[config.mk]
export PLATFORM = sky130hd
export DESIGN_NAME = alu_muldiv_seq
export DESIGN_NICKNAME = d
export VERILOG_FILES = /design/src/rtl/alu_muldiv_seq.sv
export SDC_FILE = /design/constraint.sdc
export NUM_CORES = 1
export LEC_CHECK = 0
export BUFFER_PORTS_ARGS = -buffer_cell sky130_fd_sc_hd__buf_2
export CAP_MARGIN = 5
export CELL_PAD_IN_SITES_DETAIL_PLACEMENT = 1
export CELL_PAD_IN_SITES_GLOBAL_PLACEMENT = 1
export CORE_MARGIN = 10
export CORE_UTILIZATION = 30
export DETAILED_ROUTE_END_ITERATION = 8
export PLACE_DENSITY = 0.66
export SYNTH_ARGS = -nofsm -noshare
export SYNTH_HDL_FRONTEND = slang
export SYNTH_SLANG_ARGS = --single-unit
[constraint.sdc]
create_clock -name clk -period 3.7 [get_ports clk]
set_input_delay 0.37 -clock clk [delete_from_list [all_inputs] [get_ports clk]]
set_output_delay 0.37 -clock clk [all_outputs]
set_load 0.05 [all_outputs]
[src/rtl/alu_muldiv_seq.sv]
// Iterative radix-2 multiply/divide unit (MUL, MULH, DIV, REM) with valid/ready handshakes.
// Optional feature macro: MDU_SIGNED_EN enables two's-complement ops via op[2] and a FIXUP state.
module alu_muldiv_seq #(
  parameter int WIDTH = 32
) (
  input  logic             clk,
  input  logic             reset_b,
  input  logic             in_valid,
  output logic             in_ready,
  input  logic [2:0]       op,
  input  logic [WIDTH-1:0] din_a,
  input  logic [WIDTH-1:0] din_b,
  input  logic             abort,
  output logic             out_valid,
  input  logic             out_ready,
  output logic [WIDTH-1:0] dout,
  output logic             vout,
  output logic             zout,
  output logic             dzout
);

  localparam int CNT_W = $clog2(WIDTH + 1);
  localparam logic [1:0] OP_MUL  = 2'b00;
  localparam logic [1:0] OP_MULH = 2'b01;
  localparam logic [1:0] OP_DIV  = 2'b10;

`ifdef MDU_SIGNED_EN
  typedef enum logic [1:0] {S_IDLE = 2'd0, S_BUSY = 2'd1, S_FIXUP = 2'd2, S_DONE = 2'd3} state_t;
`else
  typedef enum logic [1:0] {S_IDLE = 2'd0, S_BUSY = 2'd1, S_DONE = 2'd3} state_t;
`endif

  state_t               r_state;
  state_t               w_stateNext;
  logic [CNT_W-1:0]     r_cnt;
  logic [1:0]           r_op;
  logic                 r_sgn;
  logic                 r_negA;
  logic                 r_negB;
  logic                 r_ovf;
  logic                 r_dz;
  logic [WIDTH-1:0]     r_opnd;
  logic [2*WIDTH-1:0]   r_prod;
  logic [WIDTH-1:0]     r_rem;
  logic [WIDTH-1:0]     r_quo;
  logic [WIDTH-1:0]     r_dout;
  logic                 r_vout;
  logic                 r_zout;
  logic                 r_dzout;

  logic                 w_sgnIn;
  logic                 w_isDiv;
  logic                 w_dz;
  logic                 w_ovfIn;
  logic                 w_lastIter;
  logic [WIDTH-1:0]     w_magA;
  logic [WIDTH-1:0]     w_magB;
  logic [WIDTH:0]       w_addHi;
  logic [2*WIDTH-1:0]   w_prodNext;
  logic [WIDTH:0]       w_remShift;
  logic [WIDTH:0]       w_remDiff;
  logic [WIDTH-1:0]     w_remNext;
  logic [WIDTH-1:0]     w_quoNext;
  logic [2*WIDTH-1:0]   w_pSrc;
  logic [2*WIDTH-1:0]   w_p;
  logic [WIDTH-1:0]     w_qSrc;
  logic [WIDTH-1:0]     w_rSrc;
  logic                 w_neg;
  logic [WIDTH-1:0]     w_res;
  logic                 w_resV;

`ifdef MDU_SIGNED_EN
  assign w_sgnIn = op[2];
`else
  logic w_unusedSign;
  assign w_sgnIn      = 1'b0;
  assign w_unusedSign = op[2];
`endif

  // Operands are reduced to magnitudes at accept; the sign is restored in FIXUP.
  assign w_isDiv    = op[1];
  assign w_dz       = w_isDiv && (din_b == '0);
  assign w_magA     = (w_sgnIn && din_a[WIDTH-1]) ? -din_a : din_a;
  assign w_magB     = (w_sgnIn && din_b[WIDTH-1]) ? -din_b : din_b;
  assign w_ovfIn    = w_sgnIn && w_isDiv && (din_a == {1'b1, {(WIDTH-1){1'b0}}}) && (din_b == '1);
  assign w_lastIter = (r_cnt == CNT_W'(1));

  assign w_addHi    = r_prod[0] ? ({1'b0, r_prod[2*WIDTH-1:WIDTH]} + {1'b0, r_opnd})
                                : {1'b0, r_prod[2*WIDTH-1:WIDTH]};
  assign w_prodNext = {w_addHi, r_prod[WIDTH-1:1]};

  // Restoring step: a borrow out of the WIDTH+1 bit difference means the divisor did not fit.
  assign w_remShift = {r_rem, r_quo[WIDTH-1]};
  assign w_remDiff  = w_remShift - {1'b0, r_opnd};
  assign w_remNext  = w_remDiff[WIDTH] ? w_remShift[WIDTH-1:0] : w_remDiff[WIDTH-1:0];
  assign w_quoNext  = {r_quo[WIDTH-2:0], ~w_remDiff[WIDTH]};

  always_comb begin
    w_pSrc = r_prod;
    w_qSrc = r_quo;
    w_rSrc = r_rem;
    w_neg  = 1'b0;
    if (r_state == S_BUSY) begin
      w_pSrc = w_prodNext;
      w_qSrc = w_quoNext;
      w_rSrc = w_remNext;
    end else if (r_sgn) begin
      w_neg = (r_op == 2'b11) ? r_negA : (r_negA ^ r_negB);
    end
    w_p    = w_neg ? -w_pSrc : w_pSrc;
    w_res  = '0;
    w_resV = 1'b0;
    case (r_op)
      OP_MUL: begin
        w_res  = w_p[WIDTH-1:0];
        w_resV = r_sgn ? (w_p[2*WIDTH-1:WIDTH] != {WIDTH{w_p[WIDTH-1]}})
                       : (|w_p[2*WIDTH-1:WIDTH]);
      end
      OP_MULH: w_res = w_p[2*WIDTH-1:WIDTH];
      OP_DIV: begin
        w_res  = w_neg ? -w_qSrc : w_qSrc;
        w_resV = r_ovf;
      end
      default: begin
        w_res  = w_neg ? -w_rSrc : w_rSrc;
        w_resV = r_ovf;
      end
    endcase
    if (r_dz) begin
      w_res  = (r_op == OP_DIV) ? '1 : r_quo;
      w_resV = 1'b0;
    end
  end

  always_ff @(posedge clk or negedge reset_b) begin
    if (!reset_b) r_state <= S_IDLE;
    else          r_state <= w_stateNext;
  end

  always_comb begin
    w_stateNext = r_state;
    in_ready    = 1'b0;
    out_valid   = 1'b0;
    case (r_state)
      S_IDLE: begin
        in_ready = 1'b1;
        if (in_valid) w_stateNext = S_BUSY;
      end
      S_BUSY: begin
        if (r_dz) begin
          w_stateNext = S_DONE;
        end else if (w_lastIter) begin
`ifdef MDU_SIGNED_EN
          w_stateNext = r_sgn ? S_FIXUP : S_DONE;
`else
          w_stateNext = S_DONE;
`endif
        end
      end
`ifdef MDU_SIGNED_EN
      S_FIXUP: w_stateNext = S_DONE;
`endif
      S_DONE: begin
        out_valid = 1'b1;
        if (out_ready) w_stateNext = S_IDLE;
      end
      default: w_stateNext = S_IDLE;
    endcase
    if (abort) w_stateNext = S_IDLE;
  end

  always_ff @(posedge clk or negedge reset_b) begin
    if (!reset_b) begin
      r_cnt   <= '0;
      r_op    <= '0;
      r_sgn   <= 1'b0;
      r_negA  <= 1'b0;
      r_negB  <= 1'b0;
      r_ovf   <= 1'b0;
      r_dz    <= 1'b0;
      r_opnd  <= '0;
      r_prod  <= '0;
      r_rem   <= '0;
      r_quo   <= '0;
      r_dout  <= '0;
      r_vout  <= 1'b0;
      r_zout  <= 1'b0;
      r_dzout <= 1'b0;
    end else if (abort) begin
      r_cnt   <= '0;
      r_dz    <= 1'b0;
      r_dout  <= '0;
      r_vout  <= 1'b0;
      r_zout  <= 1'b0;
      r_dzout <= 1'b0;
    end else begin
      case (r_state)
        S_IDLE: begin
          if (in_valid) begin
            r_op   <= op[1:0];
            r_sgn  <= w_sgnIn;
            r_negA <= w_sgnIn && din_a[WIDTH-1];
            r_negB <= w_sgnIn && din_b[WIDTH-1];
            r_ovf  <= w_ovfIn;
            r_dz   <= w_dz;
            r_cnt  <= w_dz ? '0 : CNT_W'(WIDTH);
            if (w_isDiv) begin
              r_opnd <= w_magB;
              r_quo  <= w_dz ? din_a : w_magA;
              r_rem  <= '0;
            end else begin
              r_opnd <= w_magA;
              r_prod <= {{WIDTH{1'b0}}, w_magB};
            end
          end
        end
        S_BUSY: begin
          if (r_dz) begin
            r_dout  <= w_res;
            r_vout  <= w_resV;
            r_zout  <= (w_res == '0);
            r_dzout <= 1'b1;
          end else begin
            r_cnt  <= r_cnt - CNT_W'(1);
            r_prod <= w_prodNext;
            r_quo  <= w_quoNext;
            r_rem  <= w_remNext;
            if (w_lastIter && !r_sgn) begin
              r_dout  <= w_res;
              r_vout  <= w_resV;
              r_zout  <= (w_res == '0);
              r_dzout <= 1'b0;
            end
          end
        end
`ifdef MDU_SIGNED_EN
        S_FIXUP: begin
          r_dout  <= w_res;
          r_vout  <= w_resV;
          r_zout  <= (w_res == '0);
          r_dzout <= 1'b0;
        end
`endif
        default: ;
      endcase
    end
  end

  assign dout  = r_dout;
  assign vout  = r_vout;
  assign zout  = r_zout;
  assign dzout = r_dzout;

endmodule

==> metrics.yaml, run 1 <==
outcome: "finished, violations left"
violations: "setup timing"
p_int_w: 0.00737
die_w_um: 247
ctsRootBufferMaster: "clkbuf_16"
synthArstFlopShare_pct: 100
cp.required_ns: 4.16
core_area_um2: 51200
dpl_worst_slack_ns: -0.780
grt.met1_usage_pct: 33.8
synth_ff_type: "dfrtp_1"
grt_max_degree: 92
crit_arrival_ns: 4.35
rows: 83
nNetsFinal: 2519
post_drt_wl_per_cell_um: 27.1
p_clk_share_pct: 21.2
htree_levels: 1
start_kind: "register"
cts_num_sinks: 206
clock_latency_ns: 0.56
p_switching_w: 0.00580
seqPwrFrac_pct: 23.9
yosysUniqueCellTypes: 78
grt_pass1_wl_um: 121000
num_io_pins: 109
numCtsBuffers: 26
synthCells: 1956
overflow: 0
hpwl_um: 66400
p_per_area_nw_per_um2: 619
port_buffers: 107
clk_pin_slew_worst_paths_ns: 0.06
p_comb_share_pct: 54.9
fin_crit_ns: 3.89
drv_cap: 0
drc: 0
globalplace.congestion: 1.03
path_class: "register to register"
final_common_cell: "buf_4"
grtUsageMet3_pct: 5.13
fin_ws_ns: -0.193
clk_path_buf_depth: 3
drt_first_pass_iters: 5
p_leak_nw: 9.87
syn_area_um2: 15400
hold_class: "input port to register"
vias: 17800
ant_nets: 0
die-area_um2: 61000
critPathCaptureType: "register"
min_period_over_period_pct: 105
worstMarginPinSlew_ns: 1.07
die_h_um: 247
start_util_pct: 30.2
ys_seq_elements: 206
drive_gt1_share_pct: 30.1
vias_per_cell: 5.78
finalHoldViolations: 0
yosys_warnings: 0
ys_seq_area_share_pct: 33.4
drt_iter0_markers: 1524
grt_usage_pct: 26.4
syn_avg_cell_area_um2: 7.90
grt_antenna_before_repair: 7
routed_wl_um: 83400
swShare_pct: 44.0
syn-num-nets: 2096
layout_common_cells: "buf_4, nand2_1, a21oi_1"
worstPathMaxFanout: 3
ir_worst_vdd_mv: 0.455
syn_to_final_growth_pct: 37.6
max_freq_mhz: 257
synth-edff-count: 0
drv_slew: 0
busiest_layer: "met2"
grt_pass1_vias: 18400
setup_viol: 1
fin_skew_ns: 0.0144
fillers: 6201
rsz0062_at_grt: "yes"
hold_slack_ns: 0.0582
grtUsageMet2_pct: 43.2
relSlewSlack_pct: 28.4
cts_tree: "yes"
path summary, 6_finish.rpt:
| path | from | to | slack, ns | cells past startpoint |
|---|---|---|---|---|
| setup / recovery | r_opnd[31]$_DFFE_PN0P_ | zout$_DFFE_PN0P_ | -0.19 | 14 |
| hold / removal | op[0] | r_op[0]$_DFFE_PN0P_ | 0.06 | 2 |
| setup reg to reg | r_opnd[31]$_DFFE_PN0P_ | zout$_DFFE_PN0P_ | -0.19 | 14 |
| hold reg to reg | dout[22]$_DFFE_PN0P_ | dout[22]$_DFFE_PN0P_ | 0.48 | 2 |
| max in group asynchronous | reset_b | r_rem[29]$_DFFE_PN0P_ | 2.36 | 3 |
| min in group asynchronous | reset_b | r_cnt[5]$_DFFE_PN0P_ | 0.42 | 2 |
cells in the mapped netlist, drive strengths merged, types with 4 or more instances:
library cell,n,area share [%]
and2,11,0.45
dfrtp,206,33
nand4,21,0.93
a21oi,229,7.5
a211o,7,0.40
ha,66,5.3
buf,28,0.92
or3,6,0.28
inv,55,1.3
o21a,10,0.49
a221oi,6,0.34
nor3,35,1.2
a2111oi,18,1.1
and3,8,0.32
a21o,37,1.8
o31ai,21,1.0
a22o,27,1.5
nor2,173,4.2
o21bai,7,0.34
a31oi,47,1.9
nor2b,9,0.36
o22ai,28,1.1
a41oi,4,0.23
mux2,15,1.1
nand3,20,0.65
nor4,20,0.81
nand2,330,8.0
xor2,27,1.5
o21ai,157,5.1
o211ai,13,0.63
xnor2,28,1.6
mux2i,82,5.3
a221o,6,0.39
mux4,5,0.73
nor4b,4,0.23
nand2b,11,0.45
a211oi,27,1.3
clkbuf,100,2.4
o41ai,4,0.28
worst max-delay path, stage by stage (launching register included):
cell	delay, ns
dfrtp_1	0.43
inv_1	0.09
ha_1	0.32
nand4_2	0.17
or4_4	0.59
or3_4	0.43
nand3_1	0.12
nand2_1	0.15
buf_4	0.19
mux2_2	0.25
a41oi_2	0.19
a2111oi_4	0.31
and4bb_1	0.25
nand4_1	0.08
o31ai_1	0.22
layout make-up:
class	count	area, µm²	area share, %
multi-input cells	1566	10300	48.6
well taps	680	851	4.00
flip-flops and latches	206	5170	24.3
diodes	1	2.50	0.0118
inverters	56	210	0.989
repair buffers	523	3790	17.8
clock inverters	11	141	0.665
clock buffers	36	759	3.57
power groups by stage:
stage	clock network, W	registers (W)	logic [W]
after floorplan	0	0.00296	0.00307
final	0.00279	0.00315	0.00723
after detailed placement	0	0.00314	0.00652
after global routing	0.00291	0.00317	0.00766
after global placement	0	0.00312	0.00643
after CTS	0.00281	0.00310	0.00676
per-stage QoR:
stage / std cells / power, W / area (µm²) / utilization [%] / setup TNS, ns
after floorplan: 1956 / 0.00603 / 15400 / - / 0
after global placement: 3015 / 0.00955 / 19500 / 38.1 / -3.38
after detailed placement: 3015 / 0.00966 / 19500 / 38.1 / -3.62
after CTS: 3067 / 0.0127 / 20700 / 40.4 / -0.225
after global routing: 3078 / 0.0137 / 21300 / 41.5 / -0.614
final: 3079 / 0.0132 / 21300 / 41.5 / -0.193
sequential cells by signal (all words and copies together) (netlist names), 2 cells and up:
| name | count |
|---|---|
| r_prod | 64 |
| dout | 32 |
| r_opnd | 32 |
| r_quo | 32 |
| r_rem | 32 |
| r_cnt | 6 |
| r_op | 2 |
| r_state | 2 |
repair_timing:
item,CTS,global route
endpoints found under the setup margin,16,25
hold endpoints to repair,89,0
hold buffers,1,0
gates resized for setup,69,94
pin swaps,18,38
setup buffers,4,12
cell families (layout without fill, tap and decap cells):
group / after synthesis / in the layout / synth area share, %
compound gates: 682 / 682 / 27.5
simple gates: 659 / 659 / 18.5
flops: 206 / 206 / 33.4
buf+inv: 184 / 626 / 4.71
mux: 102 / 102 / 7.14
fa+ha+maj: 68 / 68 / 5.61
xor+xnor: 55 / 55 / 3.12
other cells: 0 / 1 / 0
routing by layer:
| metal | routed length [µm] | vias up | part of all wire [%] |
|---|---|---|---|
| met5 | 92 | - | 0.11 |
| met4 | 3530 | 12 | 4.2 |
| met2 | 38900 | 617 | 47 |
| met3 | 5730 | 171 | 6.9 |
| li1 | - | 7969 | - |
| met1 | 35100 | 9036 | 42 |
Note: power is estimated with default switching activity, not from simulation.
==> run 2: changes to the inputs <==
--- a/config.mk
+++ b/config.mk
@@ -12,7 +12,7 @@
 export CORE_MARGIN = 10
 export CORE_UTILIZATION = 30
 export DETAILED_ROUTE_END_ITERATION = 8
-export PLACE_DENSITY = 0.66
+export PLACE_DENSITY = 0.61
 export SYNTH_ARGS = -nofsm -noshare
 export SYNTH_HDL_FRONTEND = slang
 export SYNTH_SLANG_ARGS = --single-unit
==> metrics.yaml, run 2 (synthesized netlist as in run 1, its figures left out) <==
port_buffers: 107
top_register: "r_prod"
cp.required_ns: 4.17
ant_nets: 0
hpwl_um: 67300
drt_iter0_markers: 1270
worstMarginPinSlew_ns: 1.07
wl_met2_um: 40100
vias: 17900
p_leak_nw: 10.1
layout_common_cells: "buf_4, nand2_1, a21oi_1"
core_area_um2: 51200
drc: 0
grt_antenna_before_repair: 2
clk_path_buf_depth: 3
fillers: 6201
met1_length_um: 34200
grt_max_degree: 82
drv_cap: 0
start_kind: "register"
antenna_cells: 0
max_freq_mhz: 260
fin_ws_ns: -0.153
p_clk_share_pct: 21.1
fin_skew_ns: 0.0272
crit_chain: "buf_4, ha_1, and4_1, nand4_1, o22ai_1, a211oi_1, buf_4, a21oi_2, nor3_2, xnor2_2, a2111oi_2, buf_4, a211oi_1, nor4b_2, nand4_1, o31ai_1"
swShare_pct: 43.4
p_int_w: 0.00739
clk_pin_slew_worst_paths_ns: 0.07
cts_num_sinks: 206
rows: 83
drv_slew: 0
relSlewSlack_pct: 28.2
syn_to_final_growth_pct: 38.1
slowest_stage: "dfrtp_1"
routed_wl_um: 83900
die_w_um: 247
fin_crit_ns: 3.85
hold_class: "input port to register"
min_period_over_period_pct: 104
seqCellArea_um2: 5160
finalSetupTns_ns: -0.153
num_io_pins: 109
overflow: 0
finalHoldViolations: 0
outcome: "finished, violations left"
drt_first_pass_iters: 5
path_class: "register to register"
cts_tree: "yes"
worstPathMaxFanout: 3
setup_viol: 1
p_comb_share_pct: 55.1
grt_usage_pct: 26.8
violations: "setup timing"
clock_latency_ns: 0.58
vias_per_cell: 5.75
globalplace.congestion: 1.02
critPathCaptureType: "register"
critical_path.most_common_cell: "buf_4"
nNetsFinal: 2548
seqPwrFrac_pct: 23.7
slowest_delay_ns: 0.46
final_common_cell: "buf_4"
p_per_area_nw_per_um2: 612
drive_gt1_share_pct: 30.0
top_layer: "met5"
grt_pass1_wl_um: 122000
met3_wirelength_um: 5170
dpl_worst_slack_ns: -0.635
p_switching_w: 0.00567
grt_pass1_vias: 18500
crit_arrival_ns: 4.32
numCtsBuffers: 26
htree_levels: 1
die-area_um2: 61000
largest_reg_flops: 64
die_h_um: 247
ir_worst_vdd_mv: 0.361
ctsRootBufferMaster: "clkbuf_16"
start_util_pct: 30.2
rsz0062_at_grt: "yes"
multi_input_area_um2: 10200
post_drt_wl_per_cell_um: 27.0
[run 2: changes by cell type in the layout (fill, tap and decap cells not counted), moves of 4 or more]
cell,previous run,this run
ha_4,12,6
ha_1,50,58
o21ai_2,3,7
dfrtp_2,12,6
buf_4,402,427
a21oi_2,19,14
dfrtp_1,194,200
a21oi_1,206,212
[run 2: final cells by class]
cell class,count,share of cell area [%]
clock buffer,41,3.74
clock inverter,4,0.446
inverter,56,0.997
multi-input combinational,1566,47.7
sequential,206,24.2
tap,680,3.99
timing repair buffer,552,18.9
[run 2: metrics by stage]
step           cell area (µm²)  instances  total power (W)  hold WS [ns]  util (%)
2_1_floorplan            15400       1956          0.00603        0.0744         -
3_3_place_gp             19700       3040          0.00963         0.438      38.5
3_5_place_dp             19700       3040          0.00974         0.438      38.5
4_1_cts                  20900       3093           0.0127        0.0298      40.9
5_1_grt                  21300       3105           0.0137        0.0594      41.7
6_report                 21300       3105           0.0131        0.0533      41.7
[run 2: power by group through the flow]
stage               registers (W)  logic [W]  clock network [W]
finish                    0.00310    0.00720            0.00276
global placement          0.00308    0.00655                  0
floorplan                 0.00296    0.00307                  0
global route              0.00313    0.00765            0.00290
detailed placement        0.00310    0.00664                  0
CTS                       0.00307    0.00688            0.00280
[run 2: layer usage]
layer  GRT usage [%]  vias to the layer above
met4            12.1                        4
met1            32.4                     9047
li1                -                     8012
met2            45.3                      590
met5               0                        -
met3            5.31                      199
[run 2: final timing paths]
check / endpoint / slack [ns] / start / depth (start not counted)
worst max-delay path: zout$_DFFE_PN0P_ / -0.15 / r_opnd[21]$_DFFE_PN0P_ / 16
max in group asynchronous: r_rem[17]$_DFFE_PN0P_ / 2.30 / reset_b / 3
worst min register to register: dout[22]$_DFFE_PN0P_ / 0.48 / dout[22]$_DFFE_PN0P_ / 2
worst min-delay path: r_op[0]$_DFFE_PN0P_ / 0.05 / op[0] / 2
worst max register to register: zout$_DFFE_PN0P_ / -0.15 / r_opnd[21]$_DFFE_PN0P_ / 16
min in group asynchronous: r_cnt[3]$_DFFE_PN0P_ / 0.40 / reset_b / 2
[run 2: worst max-delay path: cells and delay by family, from the launching register on]
kind,cells,cell delay [ns]
AOI/OAI and AO/OA,6,1.22
buffers and inverters,3,0.55
and+or+nand+nor,5,1.00
DFF,1,0.46
xor gates and xnor gates,1,0.16
adders and majority gates,1,0.34
[run 2: timing repair]
item / in CTS / in global routing
hold buffers: 1 / 0
pin swaps: 19 / 29
endpoints found under the setup margin: 19 / 22
buffers inserted: 7 / 12
endpoints found under the hold margin: 78 / 0
gates resized for setup: 70 / 78
